File: src/rtl/demux12_pkg.sv
// Shared definitions for the demux12_pipe 1:2 router: channel select codes
// and the FIFO pointer-width helper.
package demux12_pkg;

  localparam logic CH0 = 1'b0;
  localparam logic CH1 = 1'b1;

  // Pointer carries one extra wrap bit above the address bits.
  function automatic int PTR_W(input int depth);
    return $clog2(depth) + 1;
  endfunction

endpackage

File: src/rtl/sync_fifo_ch.sv
// Single-clock per-channel FIFO with wrap-bit pointers; storage is not reset,
// only the pointers are.
module sync_fifo_ch
  import demux12_pkg::*;
#(
  parameter int WIDTH = 32,
  parameter int DEPTH = 2
) (
  input  logic             clk,
  input  logic             rst_n,
  input  logic             push,
  input  logic [WIDTH-1:0] push_data,
  input  logic             pop,
  output logic             full,
  output logic             empty,
  output logic [WIDTH-1:0] head_data
);

  localparam int PW = PTR_W(DEPTH);
  localparam int AW = PW - 1;
  localparam logic [PW-1:0] PTR_ONE = PW'(1);

  if ((DEPTH < 2) || ((DEPTH & (DEPTH - 1)) != 0)) begin : g_bad_depth
    $error("sync_fifo_ch: DEPTH must be a power of 2 and at least 2");
  end

  logic [WIDTH-1:0] mem_q [DEPTH];
  logic [PW-1:0]    wr_ptr_q, wr_ptr_d;
  logic [PW-1:0]    rd_ptr_q, rd_ptr_d;
  logic             push_en;
  logic             pop_en;

  assign empty = (wr_ptr_q == rd_ptr_q);
  assign full  = (wr_ptr_q[AW-1:0] == rd_ptr_q[AW-1:0]) &&
                 (wr_ptr_q[PW-1] != rd_ptr_q[PW-1]);

  // Guard locally as well so a misbehaving parent cannot corrupt the pointers.
  assign push_en = push && !full;
  assign pop_en  = pop && !empty;

  always_comb begin
    wr_ptr_d = wr_ptr_q;
    rd_ptr_d = rd_ptr_q;
    if (push_en) wr_ptr_d = wr_ptr_q + PTR_ONE;
    if (pop_en)  rd_ptr_d = rd_ptr_q + PTR_ONE;
  end

  always_ff @(posedge clk or negedge rst_n) begin
    if (!rst_n) begin
      wr_ptr_q <= '0;
      rd_ptr_q <= '0;
    end else begin
      wr_ptr_q <= wr_ptr_d;
      rd_ptr_q <= rd_ptr_d;
    end
  end

  always_ff @(posedge clk) begin
    if (push_en) mem_q[wr_ptr_q[AW-1:0]] <= push_data;
  end

  assign head_data = mem_q[rd_ptr_q[AW-1:0]];

endmodule

File: src/rtl/demux12_pipe.sv
// 1:2 valid/ready router with a FIFO per channel. Define DEMUX12_PIPE_STATS_EN
// to add per-channel 32-bit pop counters (cnt0/cnt1).
module demux12_pipe
  import demux12_pkg::*;
#(
  parameter int WIDTH = 32,
  parameter int DEPTH = 2
) (
  input  logic             clk,
  input  logic             rst_n,
  input  logic             in_valid,
  output logic             in_ready,
  input  logic [WIDTH-1:0] in_data,
  input  logic             in_sel,
  output logic             out0_valid,
  input  logic             out0_ready,
  output logic [WIDTH-1:0] out0_data,
  output logic             out1_valid,
  input  logic             out1_ready,
  output logic [WIDTH-1:0] out1_data
`ifdef DEMUX12_PIPE_STATS_EN
  ,
  output logic [31:0]      cnt0,
  output logic [31:0]      cnt1
`endif
);

  // Handshake: a transfer happens on a rising edge where valid && ready;
  // ready never depends on valid, and valid/data hold while valid && !ready.

  logic             full0, full1;
  logic             empty0, empty1;
  logic [WIDTH-1:0] head0, head1;
  logic             push0, push1;
  logic             pop0, pop1;

  assign in_ready = (in_sel == CH1) ? !full1 : !full0;

  assign push0 = in_valid && in_ready && (in_sel == CH0);
  assign push1 = in_valid && in_ready && (in_sel == CH1);

  assign out0_valid = !empty0;
  assign out1_valid = !empty1;
  assign out0_data  = empty0 ? '0 : head0;
  assign out1_data  = empty1 ? '0 : head1;

  assign pop0 = out0_valid && out0_ready;
  assign pop1 = out1_valid && out1_ready;

  sync_fifo_ch #(.WIDTH(WIDTH), .DEPTH(DEPTH)) u_fifo0 (
    .clk      (clk),
    .rst_n    (rst_n),
    .push     (push0),
    .push_data(in_data),
    .pop      (pop0),
    .full     (full0),
    .empty    (empty0),
    .head_data(head0)
  );

  sync_fifo_ch #(.WIDTH(WIDTH), .DEPTH(DEPTH)) u_fifo1 (
    .clk      (clk),
    .rst_n    (rst_n),
    .push     (push1),
    .push_data(in_data),
    .pop      (pop1),
    .full     (full1),
    .empty    (empty1),
    .head_data(head1)
  );

`ifdef DEMUX12_PIPE_STATS_EN
  logic [31:0] cnt0_q, cnt0_d;
  logic [31:0] cnt1_q, cnt1_d;

  always_comb begin
    cnt0_d = cnt0_q;
    cnt1_d = cnt1_q;
    if (pop0) cnt0_d = cnt0_q + 32'd1;
    if (pop1) cnt1_d = cnt1_q + 32'd1;
  end

  always_ff @(posedge clk or negedge rst_n) begin
    if (!rst_n) begin
      cnt0_q <= '0;
      cnt1_q <= '0;
    end else begin
      cnt0_q <= cnt0_d;
      cnt1_q <= cnt1_d;
    end
  end

  assign cnt0 = cnt0_q;
  assign cnt1 = cnt1_q;
`endif

endmodule
File: config.mk
export PLATFORM = sky130hd
export DESIGN_NAME = demux12_pipe
export DESIGN_NICKNAME = d
export VERILOG_FILES = /design/src/rtl/demux12_pkg.sv /design/src/rtl/sync_fifo_ch.sv /design/src/rtl/demux12_pipe.sv
export SDC_FILE = /design/constraint.sdc
export NUM_CORES = 1
export LEC_CHECK = 0
export ABC_AREA = 0
export BUFFER_PORTS_ARGS = -buffer_cell sky130_fd_sc_hd__buf_2
export CAP_MARGIN = 10
export CORE_MARGIN = 2
export CORE_UTILIZATION = 54
export CTS_CLUSTER_SIZE = 14
export DETAILED_ROUTE_END_ITERATION = 10
export GPL_TIMING_DRIVEN = 0
export PLACE_DENSITY = 0.84
export SLEW_MARGIN = 40
export SYNTH_ARGS = -nofsm -noshare
export SYNTH_HDL_FRONTEND = slang
export SYNTH_SLANG_ARGS = --single-unit
File: constraint.sdc
create_clock -name clk -period 5 [get_ports clk]
set_input_delay 0.5 -clock clk [delete_from_list [all_inputs] [get_ports clk]]
set_output_delay 0.5 -clock clk [all_outputs]
set_load 0.05 [all_outputs]
==> results.txt <==
----------------------------------------------------
[Route]
  Total wire length after detailed routing ... 10.9 mm
  Number of iterations in the first detailed-routing pass ... 4
  Remaining antenna violation count after routing ... 0
  Post-DR vias/cell ... 5.14
  Routed length per placed instance ... 18.3 µm
  Residual DRC ... 0
  Via count ... 3049
  Iteration-0 DRC Markers ... 115

[Critical path]
  Worst Setup SP ... u_fifo1.wr_ptr_q[1]$_DFFE_PN0P_
  Required arrival time at the worst endpoint ... 4500 ps
  Worst Path Max Fanout ... 10
  Logic depth of the worst register-to-register path ... 6
  CP Class ... reg -> out
  Destination of the worst register-to-register timing path ... u_fifo0.mem_q[0][15]$_DFFE_PP_
  Beginning of the worst register-to-register path ... u_fifo0.rd_ptr_q[0]$_DFFE_PN0P_
  Worst setup slack for register-to-register paths ... 2840 ps
  Critical path capture point type ... output pin
  Startpoint type of the worst setup path ... flop
  Signal arrival time at the worst endpoint ... 2140 ps

[Clock network]
  Clock Root Buffer ... sky130_fd_sc_hd__clkbuf_8
  Cts repair resizes ... 0
  Deepest level of the CTS H-tree ... 4
  Num CTS Buffers ... 17
  Clock-pin slew on the worst setup and hold paths ... 60 ps
  TritonCTS clock tree ... built
  Number of buffers on the longest clock path ... 2
  Insertion delay of the later-clocked pin in the worst-skew pair ... 510 ps
  # clock sinks ... 136

[GRT]
  Pin count of the biggest net entering global routing ... 23
  Initial antenna violation count ... 1
  Remaining global-route overflow ... 0
  Total routing resource utilization after global routing ... 20.9%
  Vias in the first global route ... 2880
  First-pass GRT wire length ... 15.5 mm

[Synthesis]
  Synthesized area ... 5280 µm²
  Top_reg_cell synth ... sky130_fd_sc_hd__edfxtp_1
  Mapped Avg Cell Area ... 16.8 µm²
  Post-synthesis sequential element count ... 136
  Biggest area consumer among synthesized cells ... sky130_fd_sc_hd__edfxtp_1
  Top cell types by occurrence after synthesis ... sky130_fd_sc_hd__edfxtp_1 (128), sky130_fd_sc_hd__nor2_1 (65), sky130_fd_sc_hd__mux2i_1 (64)
  Share of synthesized flip-flops with an asynchronous set or reset ... 5.88%
  Count of distinct cell types in the synthesized netlist ... 21
  Syn Inst Count ... 314
  Post-synth EDFFs ... 128
  Top-count cell post-synth ... sky130_fd_sc_hd__edfxtp_1
  Net Count, Synth ... 352
  Top area cells in the synthesized netlist ... sky130_fd_sc_hd__edfxtp_1 (73%), sky130_fd_sc_hd__mux2i_1 (12%), sky130_fd_sc_hd__nor2_1 (4.6%), sky130_fd_sc_hd__dfrtp_1 (3.8%), sky130_fd_sc_hd__xnor2_1 (1.5%)
  Yosys warnings ... 0
  Part of the Yosys area used for sequential elements ... 76.7%
  Portion of synthesized cell area occupied by the leading cell type ... 72.9%

[Run status]
  Result of the run ... complete, no violations

[Cells and area]
  Area of all placed cells without fillers ... 6720 µm²
  Fraction of layout instances using a drive strength above 1 ... 35.7%
  Antenna Diode Count ... 0
  Layout overhead on the synthesized area ... 27.5%
  Number of nets in the layout ... 487

[Floorplan]
  Die Wd ... 103 µm
  Num ports ... 105
  FP Rows ... 36
  Die footprint ... 10600 µm²
  Starting density of the core ... 54.7%
  Placeable core area ... 9640 µm²
  Die Span Y ... 103 µm

[Placement]
  PortBufs ... 104
  Routability cong. ... 0.727
  Hpwl dp ... 7.04 mm
  Total cell area at the placement stage ... 6110 µm²

[Timing]
  Remaining max-slew budget at the tightest pin ... 60.1%
  Share of the clock period used by the worst path after layout ... 52.9%
  Setup violations, final ... 0
  Final hold violation count ... 0
  Final max-slew violation count ... 0
  Unrepaired setup endpoints after global routing ... no
  Min cycle time layout ... 2640 ps
  Transition time at the pin with the least slew margin ... 597 ps
  Fmax ... 378 MHz
  Final total negative setup slack ... 0 ps
  Worst-case clock skew ... 6.67 ps

[Run]
  Number of max-cap violations ... 0

[Worst hold path]
  Worst hold start ... in_data[3]
  Type of the tightest min-delay check ... in -> reg
  Endpoint with the worst hold slack ... u_fifo0.mem_q[0][3]$_DFFE_PP_
  Worst hold path stage count ... 1

----------------------------------------------------
-- worst max-delay path by stage --
stage | cells past startpoint | to | slack [ps]
final | 5 | out1_data[7] | 2360
after CTS | 5 | out1_data[7] | 2340
after detailed placement | 6 | u_fifo0.mem_q[0][3]$_DFFE_PP_ | 2870
after global routing | 5 | out1_data[25] | 2250
after floorplan | 4 | u_fifo1.mem_q[0][0]$_DFFE_PP_ | 1500
after global placement | 4 | u_fifo1.mem_q[0][6]$_DFFE_PP_ | -70
-- placed cells by master, fill, tap and decap left out, drive strengths merged --
cell         count
a211oi           1
a21oi            2
and2             1
buf            129
bufinv           5
clkbuf          18
clkinv           6
clkinvlp         1
dfrtp            8
dlygate4sd3      1
edfxtp         128
inv              5
mux2i           64
nand2            1
nor2            67
nor2b            1
nor3             2
o211ai           3
o21ai            3
xnor2            9
xor2             5
-- worst max-delay path: stages, from the launching register on --
cell	delay, ps
sky130_fd_sc_hd__dfrtp_1	420
sky130_fd_sc_hd__xor2_2	370
sky130_fd_sc_hd__nor2_2	140
sky130_fd_sc_hd__buf_2	230
sky130_fd_sc_hd__nor2_1	190
sky130_fd_sc_hd__buf_2	290
-- layer usage --
metal,up-vias,GRT usage [%],part of all wire (%)
li1,1420,-,-
met1,1480,28.3,44
met2,137,32.6,49
met3,10,6.10,6.9
met4,2,8.00,0.65
met5,-,0,0.064
-- layout make-up --
| type | count | area [µm²] |
|---|---|---|
| timing repair buffer | 116 | 662 |
| inverter | 5 | 18.8 |
| buffer | 14 | 91.3 |
| clock inverter | 12 | 183 |
| clock buffer | 18 | 418 |
| sequential | 136 | 4040 |
| multi-input combinational | 159 | 1140 |
| tap | 133 | 166 |
| fill | 666 | 2920 |
-- flip-flops by register name, indices dropped and copies added, names as in the netlist --
signal / cells
u_fifo1.mem_q: 64
u_fifo1.rd_ptr_q: 2
u_fifo1.wr_ptr_q: 2
u_fifo0.wr_ptr_q: 2
u_fifo0.rd_ptr_q: 2
u_fifo0.mem_q: 64
-- cell families after synthesis --
kind of cell / count (synthesis) / synth area share, %
AOI/OAI and AO/OA: 9 / 1.14
muxes: 64 / 12.1
DFF: 136 / 76.7
and+or+nand+nor: 72 / 5.36
xor gates and xnor gates: 14 / 2.61
buffers and inverters: 19 / 2.09
-- timing repair --
| item | CTS | global route |
|---|---|---|
| endpoints found under the hold margin | 8 | 0 |
| buffers inserted | 0 | 0 |
| hold buffers | 1 | 0 |
-- metrics by stage --
stage	cells	worst slack (ps)	utilization, %	hold WS (ps)
3_5_place_dp	562	2870	63.4	358
5_1_grt	593	2250	69.8	180
2_1_floorplan	314	1500	-	204
4_1_cts	593	2340	69.8	176
6_report	593	2360	69.8	202
3_3_place_gp	551	-68.2	61.9	350
Power is not shown: default switching activity piles up to over one toggle a cycle in this logic, so the estimate is an artifact.
